[src/rtl/alu_pkg.sv]
// rtl/alu_pkg.sv - shared widths, opcodes, FSM encoding and shift helpers for alu_iter
//
// Purpose : common definitions imported by alu_iter_if, alu_comb and alu_iter.
// Ports   : none (package).
package alu_pkg;

    localparam int XLEN    = 32;
    localparam int SHAMT_W = 5;

    localparam logic [3:0] ALU_ADD  = 4'd0;
    localparam logic [3:0] ALU_SUB  = 4'd1;
    localparam logic [3:0] ALU_AND  = 4'd2;
    localparam logic [3:0] ALU_OR   = 4'd3;
    localparam logic [3:0] ALU_XOR  = 4'd4;
    localparam logic [3:0] ALU_SLT  = 4'd5;
    localparam logic [3:0] ALU_SLTU = 4'd6;
    localparam logic [3:0] ALU_SLL  = 4'd7;
    localparam logic [3:0] ALU_SRL  = 4'd8;
    localparam logic [3:0] ALU_SRA  = 4'd9;

    typedef enum logic {
        ST_IDLE  = 1'b0,
        ST_SHIFT = 1'b1
    } alu_state_e;

    function automatic logic is_shift_op(input logic [3:0] op);
        return (op == ALU_SLL) || (op == ALU_SRL) || (op == ALU_SRA);
    endfunction

    // One bit position of the iterative shifter.
    function automatic logic [XLEN-1:0] shift_one(input logic [3:0] op,
                                                  input logic [XLEN-1:0] v);
        logic [XLEN-1:0] r;
        case (op)
            ALU_SLL: r = {v[XLEN-2:0], 1'b0};
            ALU_SRL: r = {1'b0, v[XLEN-1:1]};
            ALU_SRA: r = {v[XLEN-1], v[XLEN-1:1]};
            default: r = v;
        endcase
        return r;
    endfunction

endpackage

[src/rtl/alu_iter_if.sv]
// rtl/alu_iter_if.sv - request/response bundle between control FSM and alu_iter
//
// Purpose : groups the ALU handshake and data signals.
// Signals : alu_start/alu_op/alu_a/alu_b   request (master -> slave)
//           alu_busy/alu_done/alu_result/alu_zero  response (slave -> master)
interface alu_iter_if;
    import alu_pkg::*;

    logic            alu_start;
    logic [3:0]      alu_op;
    logic [XLEN-1:0] alu_a;
    logic [XLEN-1:0] alu_b;
    logic            alu_busy;
    logic            alu_done;
    logic [XLEN-1:0] alu_result;
    logic            alu_zero;

    modport master (
        output alu_start, alu_op, alu_a, alu_b,
        input  alu_busy, alu_done, alu_result, alu_zero
    );

    modport slave (
        input  alu_start, alu_op, alu_a, alu_b,
        output alu_busy, alu_done, alu_result, alu_zero
    );

endinterface

[src/rtl/alu_comb.sv]
// rtl/alu_comb.sv - combinational single-cycle ALU ops (ADD..SLTU)
//
// Purpose : arithmetic/logic/compare result; any other opcode yields 0.
// Ports   : i_op     operation code
//           i_a      operand A
//           i_b      operand B
//           o_result combinational result
module alu_comb
    import alu_pkg::*;
(
    input  logic [3:0]      i_op,
    input  logic [XLEN-1:0] i_a,
    input  logic [XLEN-1:0] i_b,
    output logic [XLEN-1:0] o_result
);

    logic w_lt_s;
    logic w_lt_u;

    assign w_lt_s = $signed(i_a) < $signed(i_b);
    assign w_lt_u = i_a < i_b;

    always_comb begin
        o_result = '0;
        case (i_op)
            ALU_ADD:  o_result = i_a + i_b;
            ALU_SUB:  o_result = i_a - i_b;
            ALU_AND:  o_result = i_a & i_b;
            ALU_OR:   o_result = i_a | i_b;
            ALU_XOR:  o_result = i_a ^ i_b;
            ALU_SLT:  o_result = {{(XLEN-1){1'b0}}, w_lt_s};
            ALU_SLTU: o_result = {{(XLEN-1){1'b0}}, w_lt_u};
            default:  o_result = '0;
        endcase
    end

endmodule

[src/rtl/alu_iter.sv]
// rtl/alu_iter.sv - execute-stage ALU with bit-serial shifter and start/busy/done handshake
//
// Purpose : single-cycle ALU ops, shifts one bit per clock, registered result.
// Ports   : clk  rising-edge clock
//           rst  synchronous active-high reset
//           bus  alu_iter_if.slave (start/op/a/b in, busy/done/result/zero out)
module alu_iter
    import alu_pkg::*;
(
    input  logic       clk,
    input  logic       rst,
    alu_iter_if.slave  bus
);

    alu_state_e         r_state;
    logic               r_busy;
    logic               r_done;
    logic [XLEN-1:0]    r_result;
    logic [XLEN-1:0]    r_acc;
    logic [SHAMT_W-1:0] r_cnt;
    logic [3:0]         r_op;

    logic [XLEN-1:0]    w_comb_result;
    logic [XLEN-1:0]    w_issue_result;
    logic [XLEN-1:0]    w_acc_next;
    logic [SHAMT_W-1:0] w_shamt;
    logic               w_is_shift;

    alu_comb u_comb (
        .i_op     (bus.alu_op),
        .i_a      (bus.alu_a),
        .i_b      (bus.alu_b),
        .o_result (w_comb_result)
    );

    assign w_shamt    = bus.alu_b[SHAMT_W-1:0];
    assign w_is_shift = is_shift_op(bus.alu_op);

    // A zero-distance shift completes immediately with operand A unchanged.
    assign w_issue_result = w_is_shift ? bus.alu_a : w_comb_result;
    assign w_acc_next     = shift_one(r_op, r_acc);

    always_ff @(posedge clk) begin
        if (rst) begin
            r_state  <= ST_IDLE;
            r_busy   <= 1'b0;
            r_done   <= 1'b0;
            r_result <= '0;
            r_acc    <= '0;
            r_cnt    <= '0;
            r_op     <= '0;
        end else begin
            r_done <= 1'b0;
            case (r_state)
                ST_IDLE: begin
                    if (bus.alu_start) begin
                        if (w_is_shift && (w_shamt != '0)) begin
                            r_state <= ST_SHIFT;
                            r_busy  <= 1'b1;
                            r_acc   <= bus.alu_a;
                            r_cnt   <= w_shamt;
                            r_op    <= bus.alu_op;
                        end else begin
                            r_result <= w_issue_result;
                            r_done   <= 1'b1;
                        end
                    end
                end
                ST_SHIFT: begin
                    // alu_start is deliberately not looked at here: requests
                    // arriving while busy are dropped, not queued.
                    r_acc <= w_acc_next;
                    r_cnt <= r_cnt - 1'b1;
                    if (r_cnt == SHAMT_W'(1)) begin
                        r_result <= w_acc_next;
                        r_done   <= 1'b1;
                        r_busy   <= 1'b0;
                        r_state  <= ST_IDLE;
                    end
                end
                default: begin
                    r_state <= ST_IDLE;
                    r_busy  <= 1'b0;
                end
            endcase
        end
    end

    assign bus.alu_busy   = r_busy;
    assign bus.alu_done   = r_done;
    assign bus.alu_result = r_result;
    assign bus.alu_zero   = (r_result == '0);

endmodule

[src/flat_wrapper.sv]
// flat-port wrapper written by rule: the top's interface ports become plain ports
module alu_iter_flat import alu_pkg::*;
  (clk, rst, bus_alu_start, bus_alu_op, bus_alu_a, bus_alu_b, bus_alu_busy, bus_alu_done, bus_alu_result, bus_alu_zero);
  alu_iter_if bus_i ();
  input  logic clk;
  input  logic rst;
  input wire logic [$bits(bus_i.alu_start)-1:0] bus_alu_start;
  input wire logic [$bits(bus_i.alu_op)-1:0] bus_alu_op;
  input wire logic [$bits(bus_i.alu_a)-1:0] bus_alu_a;
  input wire logic [$bits(bus_i.alu_b)-1:0] bus_alu_b;
  output wire logic [$bits(bus_i.alu_busy)-1:0] bus_alu_busy;
  output wire logic [$bits(bus_i.alu_done)-1:0] bus_alu_done;
  output wire logic [$bits(bus_i.alu_result)-1:0] bus_alu_result;
  output wire logic [$bits(bus_i.alu_zero)-1:0] bus_alu_zero;
  assign bus_i.alu_start = bus_alu_start;
  assign bus_i.alu_op = bus_alu_op;
  assign bus_i.alu_a = bus_alu_a;
  assign bus_i.alu_b = bus_alu_b;
  assign bus_alu_busy = bus_i.alu_busy;
  assign bus_alu_done = bus_i.alu_done;
  assign bus_alu_result = bus_i.alu_result;
  assign bus_alu_zero = bus_i.alu_zero;
  alu_iter u_core (.clk(clk), .rst(rst), .bus(bus_i));
endmodule
[config.mk]
export PLATFORM = sky130hd
export DESIGN_NAME = alu_iter_flat
export DESIGN_NICKNAME = d
export VERILOG_FILES = /design/src/rtl/alu_pkg.sv /design/src/rtl/alu_iter_if.sv /design/src/rtl/alu_comb.sv /design/src/rtl/alu_iter.sv /design/src/flat_wrapper.sv
export SDC_FILE = /design/constraint.sdc
export NUM_CORES = 1
export LEC_CHECK = 0
export CORE_AREA = 10 10 148 150
export CTS_BUF_LIST = sky130_fd_sc_hd__clkbuf_4 sky130_fd_sc_hd__clkbuf_8 sky130_fd_sc_hd__clkbuf_16
export CTS_CLUSTER_DIAMETER = 40
export CTS_CLUSTER_SIZE = 24
export DETAILED_ROUTE_END_ITERATION = 6
export DIE_AREA = 0 0 158 160
export PLACE_DENSITY = 0.69
export SLEW_MARGIN = 10
export SYNTH_ARGS = -nofsm -noshare
export SYNTH_HDL_FRONTEND = slang
export SYNTH_SLANG_ARGS = --single-unit
[constraint.sdc]
create_clock -name clk -period 7.3 [get_ports clk]
set_clock_uncertainty 0.05 [all_clocks]
set_input_delay 1.095 -clock clk [delete_from_list [all_inputs] [get_ports clk]]
set_output_delay 1.095 -clock clk [all_outputs]
set_load 0.03 [all_outputs]
After elaboration in Yosys (flattened, before gate mapping) --
Cells that the tools add are included. Widths: inputs -> output; s select.
Storage, ports and cells: register bits after elaboration 76, bits of input ports 71
Operators by class: bitwise operators 4, equality and inequality tests 17, $add $sub $neg 3, multiplexer cells 25, reduce and logical (&&, ||, !) cells 10, $lt $le $gt $ge 2
Operators by type and width (number):
- $pmux 32 s7 | 1
- $mux 32 | 6
- $pmux 32 s2 | 2
- $pmux 32 s3 | 1
- $lt 32x32->1 | 2
- $add 32x32->32 | 1
- $and 32x32->32 | 1
- $logic_not 32->1 | 1
- $or 32x32->32 | 1
- $sub 32x32->32 | 1
- $xor 32x32->32 | 1
- $eq 4x3->1 const B | 5
- $eq 4x4->1 const B | 4
- $mux 5 | 2
- $pmux 5 s2 | 1
- $mux 1 | 9
- $reduce_and 3->1 | 3
- $eq 4x2->1 const B | 2
- $ne 2x2->1 const B | 3
- $pmux 1 s2 | 3
- $eq 5x1->1 const B | 1
- $reduce_bool 5->1 | 1
- $sub 5x1->5 const B | 1
- $eq 4x1->1 const B | 1
- 6 further kinds | 7

Longest topological paths before layout --
Gate-level depths: netlist of run 1.
word-level depth 7, mapped depth 12, mapped depth without buffers 12

Cells and area by module --
Synthesis of run 1 repeated with hierarchy kept, for this count alone.
Second synthesis, totals: cell total of the unflattened synthesis 1326, area, all modules 9676.8 um2
Modules (own cells, without submodules):
- alu_comb | instances 1, area an instance 5011.1 um2, cells each 749, seq. area each 0.0 um2
- alu_iter | instances 1, area an instance 4665.7 um2, cells each 577, seq. area each 1521.5 um2

Least setup slack after synthesis of run 1 --
No wires, ideal clock.
path type input to register, from in bus_alu_a[0], to reg u_core.r_result[12], in the netlist u_core.bus.alu_result[12], setup slack 3527 ps, cell stages on the path 12, data required time 7116 ps, library setup time 134 ps, arrival time 3590 ps, cells stage by stage inv_1 ha_1 fa_1 o21ba_1 or4_4 a2111o_1 a21oi_1 o21bai_1 a31oi_1 xnor2_1 a221oi_1 o22ai_1
On the way: word-level cells in the longest chain between the ends 6, elaborated cells between the ends (all ways) 7, classes of those cells add/sub: 2; mux: 5
Ends and longest elaborated chain:
- start: declaration | RTL line flat_wrapper.sv:9 | input wire logic [$bits(bus_i.alu_a)-1:0] bus_alu_a;
- $sub 32x32->32 / $add 32x32->32 (equally long branches) | RTL line alu_comb.sv:27, alu_comb.sv:26
- $pmux 32 s7 (*) | RTL line alu_comb.sv:25 | case (i_op)
- $mux 32 (*) | RTL line alu_iter.sv:40 | assign w_issue_result = w_is_shift ? bus.alu_a : w_comb_result;
- $mux 32 (*) | RTL line alu_iter.sv:57 | if (w_is_shift && (w_shamt != '0)) begin
- $mux 32 (*) | RTL line alu_iter.sv:56 | if (bus.alu_start) begin
- $pmux 32 s2 (*) | RTL line alu_iter.sv:54 | case (r_state)
- end signal: assignment | RTL line alu_iter.sv:64 | r_result <= w_issue_result;
- end signal: assignment | RTL line alu_iter.sv:75 | r_result <= w_acc_next;
- end: declaration | RTL line alu_iter.sv:18 | logic [XLEN-1:0] r_result;
Mark *: on every way between the ends. The rest lies on a longest branch, timed or not. The select of a mux whose other input is x is not followed. A chain may end at the register's enable or synchronous reset.

Worst setup path in the final report of run 1 --
from in bus_alu_a[9], to reg u_core.r_result[0], in the netlist u_core.bus.alu_result[0]
On the way: word-level cells in the longest chain between the ends 6, elaborated cells between the ends (all ways) 7, classes of those cells order compare: 2; mux: 5
Ends and longest elaborated chain (RTL line):
- $lt 32x32->1, on equally long branches | alu_comb.sv:21, alu_comb.sv:20
- $pmux 32 s7 (*) | alu_comb.sv:25
- $mux 32 (*) | alu_iter.sv:40
- $mux 32 (*) | alu_iter.sv:57
- $mux 32 (*) | alu_iter.sv:56
- $pmux 32 s2 (*) | alu_iter.sv:54
Marks and branches as above.

==> impl_results.md, run 1 <==
- Outcome: finished with violations
- Failing checks: DRC
- Height of the die: 160 µm
- Wirelength per Cell: 22.73 µm
- Final GP Congestion: 0.9912
- Root Buffer: clkbuf_16
- HP Class: flip-flop to flip-flop
- Longest Clk Path Bufs: 2
- Crit path to: u_core.bus.alu_result[0]
- Row count: 51
- # setup viols final: 0
- Arrival time at the worst endpoint: 4.70 ns
- First-pass GRT wire length: 56810 µm
- Post-DP HPWL: 25890 µm
- CP startpoint: bus_alu_a[9]
- Via/cell ratio: 6.573
- Leak Pwr: 0.004342 µW
- Synth Cell Area: 9255 µm²
- Final instance area: 10610 µm²
- CTS tree: yes
- Top area cells in the synthesized netlist: dfxtp_1 16%, ha_1 16%, a21oi_1 7.8%
- Cells after Synth: 1307
- Via count: 10450
- Setup tns final: 0 ns
- CP max FO: 11
- DRT antenna net count: 0
- Largest net degree at the start of global routing: 72
- Critical Path Sink Type: flip-flop
- Post-synthesis sequential area ratio: 0.1644
- Max Cap Violations: 0
- Worst skew pair latency: 0.36 ns
- Post-synth ARST share: 0
- Starting Density: 0.4851
- DRT Pass-1 Iters: 7
- 1st-iter DRT viols: 1356
- Layout cell share with drive strength beyond 1: 0.04882
- Max Slew Vio Count: 0
- Total GRT Usage: 0.2791
- Worst r2r src: u_core.r_state
- Number of diodes: 0
- Final Critical Period: 4.463 ns
- Top_reg_cell synth: dfxtp_1
- Number of enable flip-flop cells after synthesis: 0
- Total core area: 19080 µm²
- Placed Cells: 1574
- Final Util: 0.5561
- Share of the synthesized area in the top cell type: 0.1644
- Area growth, synth to finish: 14.64%
- CTS H-tree depth: 3
- Clock-pin slew on the worst setup and hold paths: 0.07 ns
- Gr ovfl total: 0
- Postcts setup bufs: 0
- Slew Limit Headroom: 0.3529
- Initial antenna violation count: 1
- Syn Nets: 1495
- Cell taking the most area after synthesis: dfxtp_1
- Reg2reg path depth: 9
- Tcrit/Tclk final: 0.6113
- Layout Nets: 1535
- Ys Warns: 0
- Layout Cells excl Fill: 1590
- DRT Wirelength: 36140 µm
- Synth unique cells: 92
- Worst slew pin tran: 0.9655 ns
- Width of the die: 158 µm
- Max VDD drop: 0.1113 mV
- Final Hold Fails: 0
- Synth cell count leaders: 150 x nand2_1, 144 x a21oi_1, 128 x nor2_1
- R2R Path End: u_core.bus.alu_result[31]
- Max frequency: 0.2241 GHz
- Number of remaining DRC errors: 3
- IO buf count: 105
- Count leader, synth: nand2_1
- Clock Sinks: 76
- Avg Synthesized Cell Area: 7.081 µm²
- Setup Crit Path Kind: primary input to flip-flop
- Worst R2R Setup Slack: 4.51 ns
- Yosys reg bits: 76
- Final hold slack: 0.4291 ns
- Cell Pwr Density: 154.0 nW/µm²
- Io pins: 106
- RSZ-0062 raised after global routing: no
- Fill cell count: 1859
- Worst Path Required: 7.54 ns
- Critical path launch point type: primary input
- PostCTS Resize Cnt: 0
- Vias in the first global route: 10070
- Placed Area: 10310 µm²
- CTS buffer count: 9
- CTS Hold Buffers Added: 0
- Die area: 25280 µm²
stage by stage:
stage          total power (µW)  setup slack [ns]
2_1_floorplan             919.3             3.527
3_3_place_gp               1139             2.694
3_5_place_dp               1142             2.613
4_1_cts                    1624             2.963
5_1_grt                    1711             2.689
6_report                   1634             2.837
report_power, final:
group	internal [µW]	leakage, µW	total (µW)	switching, µW
registers	445	0.000621	480	34.9
clock network	267	0.000146	483	215
logic	253	0.00357	671	419
total	965	0.00434	1630	669
worst max-delay path, cell delays in order:
cell	delay (ns)
clkdlybuf4s50_1	0.62
inv_1	0.08
ha_1	0.49
inv_1	0.19
a2111oi_2	0.43
a211oi_1	0.20
a211oi_2	0.43
o31ai_1	0.21
a221o_1	0.40
a2111oi_2	0.32
o22ai_1	0.13
nor2_1	0.09
layout make-up:
type,count,area (µm²),share of cell area
clock buffer,9,225.2,0.02123
timing repair buffer,121,1161,0.1094
clock inverter,7,73.82,0.006958
sequential,76,1523,0.1435
inverter,99,371.6,0.03502
multi-input combinational,1040,6958,0.6558
tap,238,297.8,0.02807
cells by family after synthesis:
group	after synthesis	synth area share
buffers and inverters	191	0.08922
muxes	12	0.01338
and+or+nand+nor	424	0.2113
DFF	76	0.1644
AOI/OAI and AO/OA	467	0.3430
adders and majority gates	117	0.1598
xor gates and xnor gates	20	0.01893
cells in the final DEF, fill, tap and decap left out, types with 9 or more instances in the layout:
master / count
a211oi_1: 31
a21o_1: 14
a21oi_1: 143
a221o_1: 12
a221oi_1: 30
a22oi_1: 18
a31oi_1: 14
buf_4: 16
clkbuf_16: 9
clkdlybuf4s50_1: 103
dfxtp_1: 75
ha_1: 115
inv_1: 94
mux2i_1: 9
nand2_1: 150
nand2b_1: 12
nand3_1: 18
nand4_1: 14
nor2_1: 126
nor2b_1: 12
nor3_1: 31
nor4_1: 19
o211ai_1: 17
o21ai_0: 73
o21bai_1: 10
o221ai_1: 11
o31ai_1: 10
xnor2_1: 18
sequential cells by signal (all words and copies together), names as in the netlist:
signal                 cells
u_core.r_state             1
u_core.r_op                4
u_core.bus.alu_result     32
u_core.bus.alu_done        1
u_core.r_acc              32
u_core.r_cnt               5
u_core.bus.alu_busy        1
per-layer routing:
metal | up-vias | share of wire | track usage
met1 | 4918 | 0.41 | 0.3698
met4 | 0 | 0.038 | 0.1146
met5 | - | 0 | 0
met3 | 93 | 0.097 | 0.05990
li1 | 4850 | - | -
met2 | 590 | 0.45 | 0.4275
worst min path at each step:
stage | cells after the start | startpoint | end | slack (ns)
2_1_floorplan | 2 | u_core.r_op[0] | u_core.r_op[0] | 0.40
3_3_place_gp | 2 | u_core.r_op[0] | u_core.r_op[0] | 0.42
3_5_place_dp | 2 | u_core.r_op[0] | u_core.r_op[0] | 0.42
4_1_cts | 2 | u_core.r_op[0] | u_core.r_op[0] | 0.43
5_1_grt | 2 | u_core.r_op[1] | u_core.r_op[1] | 0.45
6_report | 2 | u_core.r_op[0] | u_core.r_op[0] | 0.43
No activity file was read; power rests on OpenSTA's default activity.
==> inputs of run 2 (changes only) <==
Settings changed: PLACE_DENSITY 0.69 to 0.72.
Clock period 7.3 ns to 3.8 ns, I/O delays scaled along.
==> impl_results.md, run 2 (synthesized netlist as in run 1, its figures left out) <==
- Uppermost routed layer: met4
- Max VDD drop: 0.2179 mV (+96%)
- Placed Cells: 1706 (+8.4%)
- Met3 WL: 3381 µm (-3.7%)
- First-pass GRT wire length: 58990 µm (+3.8%)
- Clock Sinks: 76 (unchanged)
- CTS H-tree depth: 3 (unchanged)
- Met2 WL: 17010 µm (+4.3%)
- Setup Crit Path Kind: primary input to flip-flop
- Layout cell share with drive strength beyond 1: 0.1341 (+0.08528)
- Layout Cells excl Fill: 1722 (+8.3%)
- Die area: 25280 µm² (unchanged)
- Worst R2R Setup Slack: 1.25 ns (-3.26 ns)
- Leak Pwr: 0.004988 µW (+15%)
- Post-DP HPWL: 29020 µm (+12%)
- Width of the die: 158 µm (unchanged)
- Root Buffer: clkbuf_16
- Number of diodes: 0 (unchanged)
- Max frequency: 0.2772 GHz
- Final Hold Fails: 0 (unchanged)
- Most frequent cells in the layout: 150 x nand2_1, 148 x buf_4, 143 x a21oi_1
- Initial antenna violation count: 0 (-1)
- Worst slew pin tran: 1.036 ns (+0.07082 ns)
- Max Cap Violations: 0 (unchanged)
- CP max FO: 3 (-8)
- Critical path launch point type: primary input
- Area growth, synth to finish: 25.58%
- DRT antenna net count: 0 (unchanged)
- CTS tree: yes
- Cell Pwr Density: 286.8 nW/µm² (+86%)
- Worst skew pair latency: 0.36 ns (about the same)
- Via count: 10870 (+4.0%)
- Gr ovfl total: 0 (unchanged)
- Wirelength per Cell: 22.13 µm (-2.7%)
- Final GP Congestion: 1.034 (+4.3%)
- Worst r2r src: u_core.r_op[3]
- Layout Nets: 1667 (+8.6%)
- Row count: 51 (unchanged)
- Max Slew Vio Count: 0 (unchanged)
- Critical Path Sink Type: flip-flop
- Final Util: 0.6092 (+0.05305)
- CTS buffer count: 9 (unchanged)
- R2R Path End: u_core.bus.alu_result[17]
- Largest net degree at the start of global routing: 72 (unchanged)
- Total GRT Usage: 0.2893 (+0.01018)
- Worst Path Required: 3.94 ns (-3.60 ns)
- Slew Limit Headroom: 0.3075 (-0.04535)
- Via/cell ratio: 6.310 (-4.0%)
- 1st-iter DRT viols: 1105 (-19%)
- Reg2reg path depth: 10 (+1)
- Arrival time at the worst endpoint: 3.75 ns (-0.95 ns)
- Vias in the first global route: 10430 (+3.6%)
- Final Critical Period: 3.607 ns
- Outcome: finished, final reports clean
- Total core area: 19080 µm² (unchanged)
- Starting Density: 0.4851 (unchanged)
- # setup viols final: 0 (unchanged)
- CP startpoint: bus_alu_a[0]
- Longest Clk Path Bufs: 2 (unchanged)
- DRT Wirelength: 38100 µm (+5.4%)
- RSZ-0062 raised after global routing: no
- Wl on met1: 16560 µm (+11%)
- Height of the die: 160 µm (unchanged)
- Clock-pin slew on the worst setup and hold paths: 0.07 ns (about the same)
- CTS Hold Buffers Added: 0 (unchanged)
- IO buf count: 105 (unchanged)
- Io pins: 106 (unchanged)
- Most common cell after layout, fill and taps aside: nand2_1
- Number of remaining DRC errors: 0 (-3)
- DRT Pass-1 Iters: 7 (unchanged)
- Tcrit/Tclk final: 0.9492
- Crit path to: u_core.bus.alu_result[12]
- HP Class: flip-flop to flip-flop
-- run 2: worst min-delay path by stage --
| stage | cells past startpoint | slack, ns | to | start |
|---|---|---|---|---|
| after floorplan | 2 | 0.40 | u_core.r_op[0] | u_core.r_op[0] |
| after global placement | 2 | 0.41 | u_core.bus.alu_result[2] | u_core.bus.alu_result[2] |
| after detailed placement | 2 | 0.41 | u_core.r_op[0] | u_core.r_op[0] |
| after CTS | 2 | 0.42 | u_core.r_op[0] | u_core.r_op[0] |
| after global routing | 2 | 0.45 | u_core.r_op[0] | u_core.r_op[0] |
| final | 2 | 0.42 | u_core.r_op[0] | u_core.r_op[0] |
-- run 2: final cells by class --
class,instances,area [µm²]
clock inverters,6,68.82
clock buffers,10,239.0
well taps,238,297.8
fillers,1801,7457
repair buffers,253,2152
flip-flops and latches,76,1523
inverters,99,371.6
multi-input cells,1040,6970
-- run 2: metrics by stage --
| stage | worst slack [ns] | total power, µW | cell area, µm² | TNS [ns] | hold slack [ns] |
|---|---|---|---|---|---|
| 6_report | 0.1929 | 3334 | 11620 | 0 | 0.4198 |
| 5_1_grt | 0.02344 | 3481 | 11620 | 0 | 0.4493 |
| 4_1_cts | 0.1156 | 3308 | 11610 | 0 | 0.4221 |
| 3_5_place_dp | -0.2168 | 2357 | 11310 | -0.7234 | 0.4129 |
| 3_3_place_gp | -0.09639 | 2348 | 11310 | -0.3679 | 0.4095 |
| 2_1_floorplan | 0.5515 | 1766 | 9255 | 0 | 0.3952 |
-- run 2: per-layer routing --
metal  vias up  global-route usage
met4         0             0.08719
met5         -                   0
met1      5082              0.3939
met2       578              0.4529
li1       5121                   -
met3        85             0.05103
-- run 2: where the power goes --
part | switching, µW | total [µW] | internal [µW]
clock network | 417 | 952 | 534
logic | 851 | 1460 | 609
registers | 67.4 | 922 | 854
-- run 2: repair_timing --
item / 4_1_cts / 5_1_grt
buffers inserted: 0 / 0
endpoints found under the setup margin: 0 / 1
resized for setup: 0 / 2
-- run 2: worst max-delay path: stages --
cell and delay, ns:
clkdlybuf4s50_1 0.52, inv_1 0.08, ha_1 0.21, fa_2 0.35, o21ba_1 0.21, or4_4 0.45
a2111o_1 0.44, a21oi_1 0.14, o21bai_1 0.08, a31oi_1 0.21, xnor2_1 0.14, a221oi_2 0.26
o22ai_1 0.10
==> inputs of run 3 (changes only) <==
Settings changed: RECOVER_POWER set to 50.
Clock period 3.8 ns to 3 ns, I/O delays scaled along.
==> impl_results.md, run 3 (synthesized netlist as in run 1, its figures left out) <==
- Outcome: finished, final reports clean
- Placed Area: 12870 µm² (+14%)
- Post-DP HPWL: 32300 µm (+11%)
- DRT Wirelength: 42550 µm (+12%)
- Vias in the first global route: 11750 (+13%)
- Initial antenna violation count: 1 (+1)
- Via count: 12250 (+13%)
- Setup Crit Path Kind: primary input to flip-flop
- # setup viols final: 0 (unchanged)
- First-pass GRT wire length: 65060 µm (+10%)
- Clock power frac: 0.236 (-0.049)
- Worst Path Required: 3.17 ns (-0.77 ns)
- Register Area: 1523 µm² (unchanged)
- Most common cell after layout, fill and taps aside: buf_4
- Hold path cells: 2 (unchanged)
- Critical Path Sink Type: flip-flop
- CTS tree: yes
- NetSw: 1888 µW (+41%)
- Clock Sinks: 76 (unchanged)
- Final instance area: 14120 µm² (+22%)
- Slew Limit Headroom: 0.4740 (+0.1665)
- Cell Pwr Density: 329.6 nW/µm² (+15%)
- Multi-input logic area: 7695 µm² (+10%)
- Gr ovfl total: 0 (unchanged)
- IO buf count: 105 (unchanged)
- Row count: 51 (unchanged)
- Max VDD drop: 0.2433 mV (+12%)
- Final Hold Fails: 0 (unchanged)
- CTS H-tree depth: 3 (unchanged)
- Longest Clk Path Bufs: 2 (unchanged)
- Fill cell count: 1512 (-16%)
- Max Slew Vio Count: 0 (unchanged)
- Largest net degree at the start of global routing: 41 (-43%)
- R2R Path End: u_core.bus.alu_result[11]
- Total GRT Usage: 0.3217 (+0.03245)
- Arrival time at the worst endpoint: 3.14 ns (-0.61 ns)
- HP Class: flip-flop to flip-flop
- Internal power: 2767 µW (+38%)
- Total power: 4655 µW (+40%)
- Area growth, synth to finish: 52.62%
- Worst R2R Setup Slack: 0.56 ns (-0.69 ns)
- Critical path launch point type: primary input
- Setup tns final: 0 ns (unchanged)
- Tcrit/Tclk final: 0.9879
- Combinational share of power: 0.514 (+0.076)
- Root Buffer: clkbuf_16
- Worst r2r src: u_core.r_op[3]
- Via/cell ratio: 6.259 (-0.81%)
- Hold path endpoint: u_core.bus.alu_result[22]
- Final Util: 0.7403 (+0.1312)
- RSZ-0062 raised after global routing: yes
- CTS Hold Buffers Added: 0 (unchanged)
- Seq pwr share: 0.250 (-0.027)
- Height of the die: 160 µm (unchanged)
- DRT antenna net count: 0 (unchanged)
- Most frequent cells in the layout: 367 x buf_4, 149 x nand2_1, 125 x a21oi_1
- Max Cap Violations: 0 (unchanged)
- Final Critical Period: 2.964 ns
- Clock-pin slew on the worst setup and hold paths: 0.07 ns (about the same)
- Width of the die: 158 µm (unchanged)
- DRT Pass-1 Iters: 7 (unchanged)
- Final hold slack: 0.4313 ns (+0.01145 ns)
- Hold Crit Start: u_core.bus.alu_result[22]
- Worst slew pin tran: 0.7692 ns (-0.2671 ns)
- CTS buffer count: 9 (unchanged)
- Total core area: 19080 µm² (unchanged)
- Number of remaining DRC errors: 0 (unchanged)
- Worst skew pair latency: 0.36 ns (about the same)
- Die area: 25280 µm² (unchanged)
- Switching Share: 0.4057 (+0.004934)
- Wirelength per Cell: 21.74 µm (-1.7%)
- 1st-iter DRT viols: 1161 (+5.1%)
- Leak Pwr: 0.006364 µW (+28%)
- Starting Density: 0.4851 (unchanged)
- Layout cell share with drive strength beyond 1: 0.3341 (+0.2000)
- Max frequency: 0.3374 GHz
- Layout Nets: 1901 (+14%)
- Io pins: 106 (unchanged)
- Reg2reg path depth: 8 (-2)
- CP max FO: 3 (unchanged)
- Final GP Congestion: 1.025 (-0.82%)
-- run 3: cell type report --
cell class | count | area share
Clock buffer | 9 | 0.01594
Clock inverter | 7 | 0.004075
Sequential cell | 76 | 0.1078
Multi-Input combinational cell | 1040 | 0.5448
Tap cell | 238 | 0.02108
Antenna cell | 1 | 0.0001772
Timing Repair Buffer | 487 | 0.2788
Inverter | 99 | 0.02737
-- run 3: per-stage QoR --
stage | setup slack, ns | std cells
2_1_floorplan | 0.02012 | 1307
3_3_place_gp | -0.9591 | 1907
4_1_cts | -0.05031 | 1940
3_5_place_dp | -0.9665 | 1907
5_1_grt | -0.08145 | 1956
6_report | 0.03632 | 1957
-- run 3: critical path: stages --
cell and delay [ns]:
buf_8 0.10, ha_4 0.15, fa_2 0.36, o21ba_4 0.24
or4_4 0.47, a2111o_1 0.40, a21oi_1 0.15, o21bai_1 0.10
a31oi_1 0.21, xnor2_1 0.11, a221oi_2 0.27, o22ai_1 0.11
-- run 3: how the worst max path moves through the flow --
stage,depth (start not counted),slack (ns),from,endpoint
after floorplan,12,0.02,bus_alu_a[0],u_core.bus.alu_result[16]
after global placement,15,-0.96,bus_alu_b[13],u_core.bus.alu_result[30]
after detailed placement,15,-0.97,bus_alu_a[13],u_core.bus.alu_result[30]
after CTS,12,-0.05,bus_alu_b[0],u_core.bus.alu_result[12]
after global routing,15,-0.08,bus_alu_b[12],u_core.bus.alu_result[30]
final,12,0.04,bus_alu_b[0],u_core.bus.alu_result[12]
-- run 3: what timing repair did --
item                                   4_1_cts  5_1_grt
setup endpoints to repair                   25       21
pin swaps                                   53       53
endpoints found under the hold margin        0        0
setup buffers                               19       20
gates resized for setup                    178      105
-- run 3: power by group through the flow --
stage	registers (µW)	clock network, µW	logic, µW
after floorplan	1230	0	1010
after CTS	1160	1090	2270
final	1160	1100	2390
after global placement	1180	0	2080
after detailed placement	1180	0	2100
after global routing	1170	1120	2540
-- run 3: per-layer routing --
| layer | vias up | global-route usage | wire length [µm] |
|---|---|---|---|
| met1 | 5779 | 0.4228 | 17010 |
| met4 | 0 | 0.1272 | 2084 |
| li1 | 5602 | - | - |
| met2 | 720 | 0.5103 | 19250 |
| met5 | - | 0 | 0 |
| met3 | 148 | 0.05372 | 4196 |
